<file path="src/rtl/iterative_shifter_pkg.sv">
// Shared encodings for the iterative shifter: shift kinds, FSM states, default width.
// ITER_SHIFTER_ROTATE_EN (optional) enables the ROL kind in shift_step.
package iterative_shifter_pkg;

  localparam int WIDTH_DEF = 16;

  typedef enum logic [1:0] {
    KIND_SLL = 2'b00,
    KIND_SRL = 2'b01,
    KIND_SRA = 2'b10,
    KIND_ROL = 2'b11
  } kind_e;

  typedef enum logic [1:0] {
    ST_IDLE  = 2'b00,
    ST_SHIFT = 2'b01,
    ST_DONE  = 2'b10
  } state_e;

endpackage

</file>
<file path="src/rtl/iterative_shifter_shift_step.sv">
// Combinational single-position shift of one word by the latched kind.
// Macro ITER_SHIFTER_ROTATE_EN: when undefined, KIND_ROL decodes as SLL and no rotate path exists.
module shift_step
  import iterative_shifter_pkg::*;
#(
  parameter int WIDTH = WIDTH_DEF
) (
  input  logic [WIDTH-1:0] word,
  input  kind_e            kind,
  output logic [WIDTH-1:0] shifted,
  output logic             shifted_out
);

  always_comb begin
    shifted     = {word[WIDTH-2:0], 1'b0};
    shifted_out = word[WIDTH-1];
    case (kind)
      KIND_SRL: begin
        shifted     = {1'b0, word[WIDTH-1:1]};
        shifted_out = word[0];
      end
      KIND_SRA: begin
        shifted     = {word[WIDTH-1], word[WIDTH-1:1]};
        shifted_out = word[0];
      end
`ifdef ITER_SHIFTER_ROTATE_EN
      KIND_ROL: begin
        shifted     = {word[WIDTH-2:0], word[WIDTH-1]};
        shifted_out = word[WIDTH-1];
      end
`endif
      default: begin
        shifted     = {word[WIDTH-2:0], 1'b0};
        shifted_out = word[WIDTH-1];
      end
    endcase
  end

endmodule

</file>
<file path="src/rtl/iterative_shifter.sv">
// Multi-cycle shifter: one single-position step per clock with a busy/done handshake.
// Optional ROL support is selected by ITER_SHIFTER_ROTATE_EN inside shift_step.
module iterative_shifter
  import iterative_shifter_pkg::*;
#(
  parameter int WIDTH = WIDTH_DEF,
  parameter int AMT_W = $clog2(WIDTH)
) (
  input  logic             clk,
  input  logic             rst,
  input  logic             start,
  input  logic [WIDTH-1:0] data_in,
  input  logic [AMT_W-1:0] amount,
  input  logic [1:0]       kind,
  output logic             busy,
  output logic             done,
  output logic [WIDTH-1:0] result,
  output logic             carry_out
);

  state_e           state;
  logic [WIDTH-1:0] work;
  logic [AMT_W-1:0] count;
  kind_e            kind_q;
  logic [WIDTH-1:0] step_word;
  logic             step_out;

  shift_step #(.WIDTH(WIDTH)) u_step (
    .word        (work),
    .kind        (kind_q),
    .shifted     (step_word),
    .shifted_out (step_out)
  );

  // The working word and latched kind are pure data and carry no reset.
  always_ff @(posedge clk) begin
    if (rst) begin
      state     <= ST_IDLE;
      count     <= '0;
      busy      <= 1'b0;
      done      <= 1'b0;
      result    <= '0;
      carry_out <= 1'b0;
    end else begin
      case (state)
        ST_IDLE: begin
          done <= 1'b0;
          if (start) begin
            work      <= data_in;
            count     <= amount;
            kind_q    <= kind_e'(kind);
            carry_out <= 1'b0;
            busy      <= 1'b1;
            if (amount == '0) begin
              result <= data_in;
              done   <= 1'b1;
              state  <= ST_DONE;
            end else begin
              state  <= ST_SHIFT;
            end
          end
        end
        ST_SHIFT: begin
          work      <= step_word;
          carry_out <= step_out;
          count     <= count - AMT_W'(1);
          // Result is published only on the final step so it stays stable until the next start.
          if (count == AMT_W'(1)) begin
            result <= step_word;
            done   <= 1'b1;
            state  <= ST_DONE;
          end
        end
        ST_DONE: begin
          done  <= 1'b0;
          busy  <= 1'b0;
          state <= ST_IDLE;
        end
        default: begin
          done  <= 1'b0;
          busy  <= 1'b0;
          state <= ST_IDLE;
        end
      endcase
    end
  end

endmodule

</file>
<file path="config.mk">
export PLATFORM = sky130hd
export DESIGN_NAME = iterative_shifter
export DESIGN_NICKNAME = d
export VERILOG_FILES = /design/src/rtl/iterative_shifter_pkg.sv /design/src/rtl/iterative_shifter_shift_step.sv /design/src/rtl/iterative_shifter.sv
export SDC_FILE = /design/constraint.sdc
export NUM_CORES = 1
export LEC_CHECK = 0
export CAP_MARGIN = 30
export CELL_PAD_IN_SITES_DETAIL_PLACEMENT = 1
export CELL_PAD_IN_SITES_GLOBAL_PLACEMENT = 1
export CORE_MARGIN = 3
export CORE_UTILIZATION = 38
export DETAILED_ROUTE_END_ITERATION = 6
export HOLD_SLACK_MARGIN = 0.12
export PLACE_DENSITY = 0.76
export SLEW_MARGIN = 15
export SYNTH_ARGS = -nofsm -noshare
export SYNTH_HDL_FRONTEND = slang
export SYNTH_SLANG_ARGS = --single-unit
</file>
<file path="constraint.sdc">
create_clock -name clk -period 2.8 [get_ports clk]
set_input_delay 0.56 -clock clk [delete_from_list [all_inputs] [get_ports clk]]
set_output_delay 0.56 -clock clk [all_outputs]
set_load 0.01 [all_outputs]
</file>
==> impl_metrics.toml <==
[clock_tree]
hold_buffers = 0
cts.clk_slew.worst_paths_ns = 0.09
cts_tree = "built"
clk_root_buffer_cell = "sky130_fd_sc_hd__clkbuf_8"
cts_made_buffers = 5
cts_sinks = 43
cts_resized = 0
cts-root-to-sink-buffers = 2
worstSkewPairLatency_ns = 0.30
cts_htree_levels = 2
post-cts-setup-buffers = 0

[worst_setup_path]
r2r_slack_ns = 0.58
reg2reg_from = "kind_q[1]"
worst-setup-path-type = "reg2reg"
worst-endpoint-arrival_ns = 2.41
worst_ep_required_time_ns = 2.99
r2r-end = "result[7]"
critical_path.startpoint_type = "register"
endpoint_kind_of_the_worst_setup_timing_path = "register"
crit_fanout = 18
ff2ff_path_depth = 5

[timing]
maxSlewViolCount = 0
grt_setup_unrepaired = "no"
worst_pin_slew_ns = 0.827
hold_viol_final = 0
max_freq_mhz = 450
setup-violations-final = 0
hold-worst-slack_ns = 0.486
worst_clock_skew_ns = 0.00504
worst_rel_slew_slack_pct = 44.9
setup-tns-final_ns = 0
period_minus_slack_ns = 2.22
post-route-period-util_pct = 79.3

[route]
route.detailed.vias_per_inst = 5.38
drt_wl_total_um = 4900
drt_pass1_iterations = 4
vias = 1491
violation_count_after_the_first_detailed_routing_iteration = 65
wl_per_cell_um = 17.7
detail-route-antenna-nets = 0
post-route-drc-count = 0

[floorplanning]
die_height_um = 75.9
dieArea_sq_um = 5760
start_util_pct = 41.0
die-width_um = 75.9
placeable_core_area_sq_um = 4530
ioPinCount = 44
rows = 24

[global_route]
grtUsageTotal_pct = 17.6
grt_first_pass_wirelength_um = 8210
first_global_vias = 1617
grt_start_max_net_pins = 22
overflow = 0
antenna_violations_before_repair = 0

[power_and_ir_drop]
switching_share_pct = 28.2
power.ir.vdd_worst_uv = 306
power_switching_w = 0.000390
cellLeakagePower_nw = 0.913
share_of_total_power_in_combinational_logic_pct = 18.0
seq_pwr_share_pct = 53.3
powerDensity_nw_per_um2 = 570
clkPwrFrac_pct = 28.6
p_int_w = 0.000994

[synthesis]
synthDistinctLibCells = 33
syn_area_sq_um = 1860
synth_fp_nets = 198
syn_area_per_cell_sq_um = 11.0
share_of_the_yosys_chip_area_belonging_to_registers_pct = 56.0
number_of_flip_flops_and_latches_in_the_synthesized_netlist = 43
synthCells = 169
yosysWarnings = 0

[layout]
layout.cells.most_common_list = "43 x sky130_fd_sc_hd__clkdlybuf4s50_1, 40 x sky130_fd_sc_hd__nor2_1, 25 x sky130_fd_sc_hd__dfxtp_1"
finalNetCount = 240
areaGrowthSynthToFinish_pct = 30.6
final_common_cell = "sky130_fd_sc_hd__clkdlybuf4s50_1"
antennaDiodeCount = 0
layout-drive-gt1-share_pct = 9.43

[placed_design]
place.port_buffers = 43
routabilityCongestion = 0.844
placed_wire_length_estimate_um = 3550

[run_status]
status = "finished clean"

[worst_hold_path]
hold_start = "done"
min_delay_path_depth = 2
worst_hold_path.endpoint = "done"
min_delay_worst_type = "reg2reg"

[flow_run]
drv_cap = 0
## flip-flops by register name, summed over array words and instances, names as in the netlist
| name | count |
|---|---|
| state | 2 |
| work | 16 |
| done | 1 |
| count | 4 |
| result | 16 |
| kind_q | 2 |
| busy | 1 |
| carry_out | 1 |
## power by group through the flow
stage	clock network, W	registers [W]	logic [W]
after floorplan	0	0.000747	0.000144
final	0.000396	0.000738	0.000250
after global routing	0.000420	0.000744	0.000277
after global placement	0	0.000748	0.000237
after CTS	0.000404	0.000737	0.000252
after detailed placement	0	0.000751	0.000250
## per-stage QoR
step,setup WS [ns],std cells,util (%),total power [W],area (sq um)
after CTS,0.553,277,53.5,0.00139,2430
after detailed placement,0.554,269,51.6,0.00100,2340
after global routing,0.412,277,53.5,0.00144,2430
final,0.580,277,53.5,0.00138,2430
after floorplan,0.455,169,-,0.000891,1860
after global placement,0.626,269,51.6,0.000986,2340
## worst max-delay path by stage
| stage | end | start | cells after the start | slack (ns) |
|---|---|---|---|---|
| after detailed placement | result[5] | amount[2] | 5 | 0.55 |
| final | result[7] | kind_q[1] | 5 | 0.58 |
| after global routing | result[7] | kind_q[1] | 5 | 0.41 |
| after CTS | result[7] | kind_q[1] | 5 | 0.55 |
| after floorplan | work[0] | rst | 2 | 0.46 |
| after global placement | result[3] | amount[2] | 5 | 0.63 |
## critical path: stages, from the launching register on
cell and delay, ns:
sky130_fd_sc_hd__edfxtp_1 0.40, sky130_fd_sc_hd__ha_1 0.67, sky130_fd_sc_hd__o21ba_2 0.35, sky130_fd_sc_hd__a221oi_1 0.34
sky130_fd_sc_hd__nor2_1 0.13, sky130_fd_sc_hd__a22o_1 0.22
## per-layer routing
layer,up-vias,global-route usage (%),share of wire (%)
met5,-,0,0
met4,0,5.62,1.3
met3,7,4.98,5.5
met2,40,29.3,50
met1,733,22.2,44
li1,711,-,-
## cell families after synthesis
family / count (synthesis) / share of synthesized area, %
AO/OA/AOI/OAI: 42 / 19.4
adder cells (fa/ha/maj): 4 / 2.69
buffers and inverters: 15 / 3.97
flip-flops: 43 / 56.0
multiplexers: 2 / 1.08
AND/OR/NAND/NOR: 63 / 16.8
## cell usage after synthesis
master	instances	area share (%)
sky130_fd_sc_hd__mux2i_1	2	1.1
sky130_fd_sc_hd__o21ba_2	1	0.54
sky130_fd_sc_hd__nor3_1	2	0.54
sky130_fd_sc_hd__nor4_2	1	0.67
sky130_fd_sc_hd__a222oi_1	1	0.54
sky130_fd_sc_hd__nand2_1	7	1.4
sky130_fd_sc_hd__a21oi_1	4	1.1
sky130_fd_sc_hd__inv_1	4	0.81
sky130_fd_sc_hd__ha_1	4	2.7
sky130_fd_sc_hd__dfxtp_1	25	27
sky130_fd_sc_hd__a2bb2oi_1	1	0.47
sky130_fd_sc_hd__or3b_2	1	0.47
sky130_fd_sc_hd__a311oi_1	1	0.47
sky130_fd_sc_hd__and2_1	1	0.34
sky130_fd_sc_hd__a221oi_1	14	6.6
sky130_fd_sc_hd__nor3b_4	1	1.0
sky130_fd_sc_hd__buf_2	5	1.3
sky130_fd_sc_hd__buf_6	1	0.61
sky130_fd_sc_hd__a31oi_1	3	1.0
sky130_fd_sc_hd__nor3b_1	1	0.40
sky130_fd_sc_hd__a22oi_4	1	1.1
sky130_fd_sc_hd__buf_4	1	0.40
sky130_fd_sc_hd__nand2b_1	2	0.67
sky130_fd_sc_hd__edfxtp_1	18	29
sky130_fd_sc_hd__nor2b_4	1	0.74
sky130_fd_sc_hd__a22o_1	16	7.5
sky130_fd_sc_hd__nor2b_2	1	0.47
sky130_fd_sc_hd__nand3_1	2	0.54
sky130_fd_sc_hd__nor2_1	40	8.1
sky130_fd_sc_hd__and3b_1	1	0.47
sky130_fd_sc_hd__nor2_4	1	0.61
sky130_fd_sc_hd__clkbuf_1	4	0.81
sky130_fd_sc_hd__nand3b_1	1	0.40
## cell type report
class,count,area [sq um]
Multi-Input combinational cell,111,748
Clock buffer,5,68.8
Clock inverter,3,20.0
Timing Repair Buffer,46,453
Inverter,4,15.0
Fill cell,504,2110
Tap cell,65,81.3
Sequential cell,43,1040
Note: power is estimated with default switching activity, not from simulation.
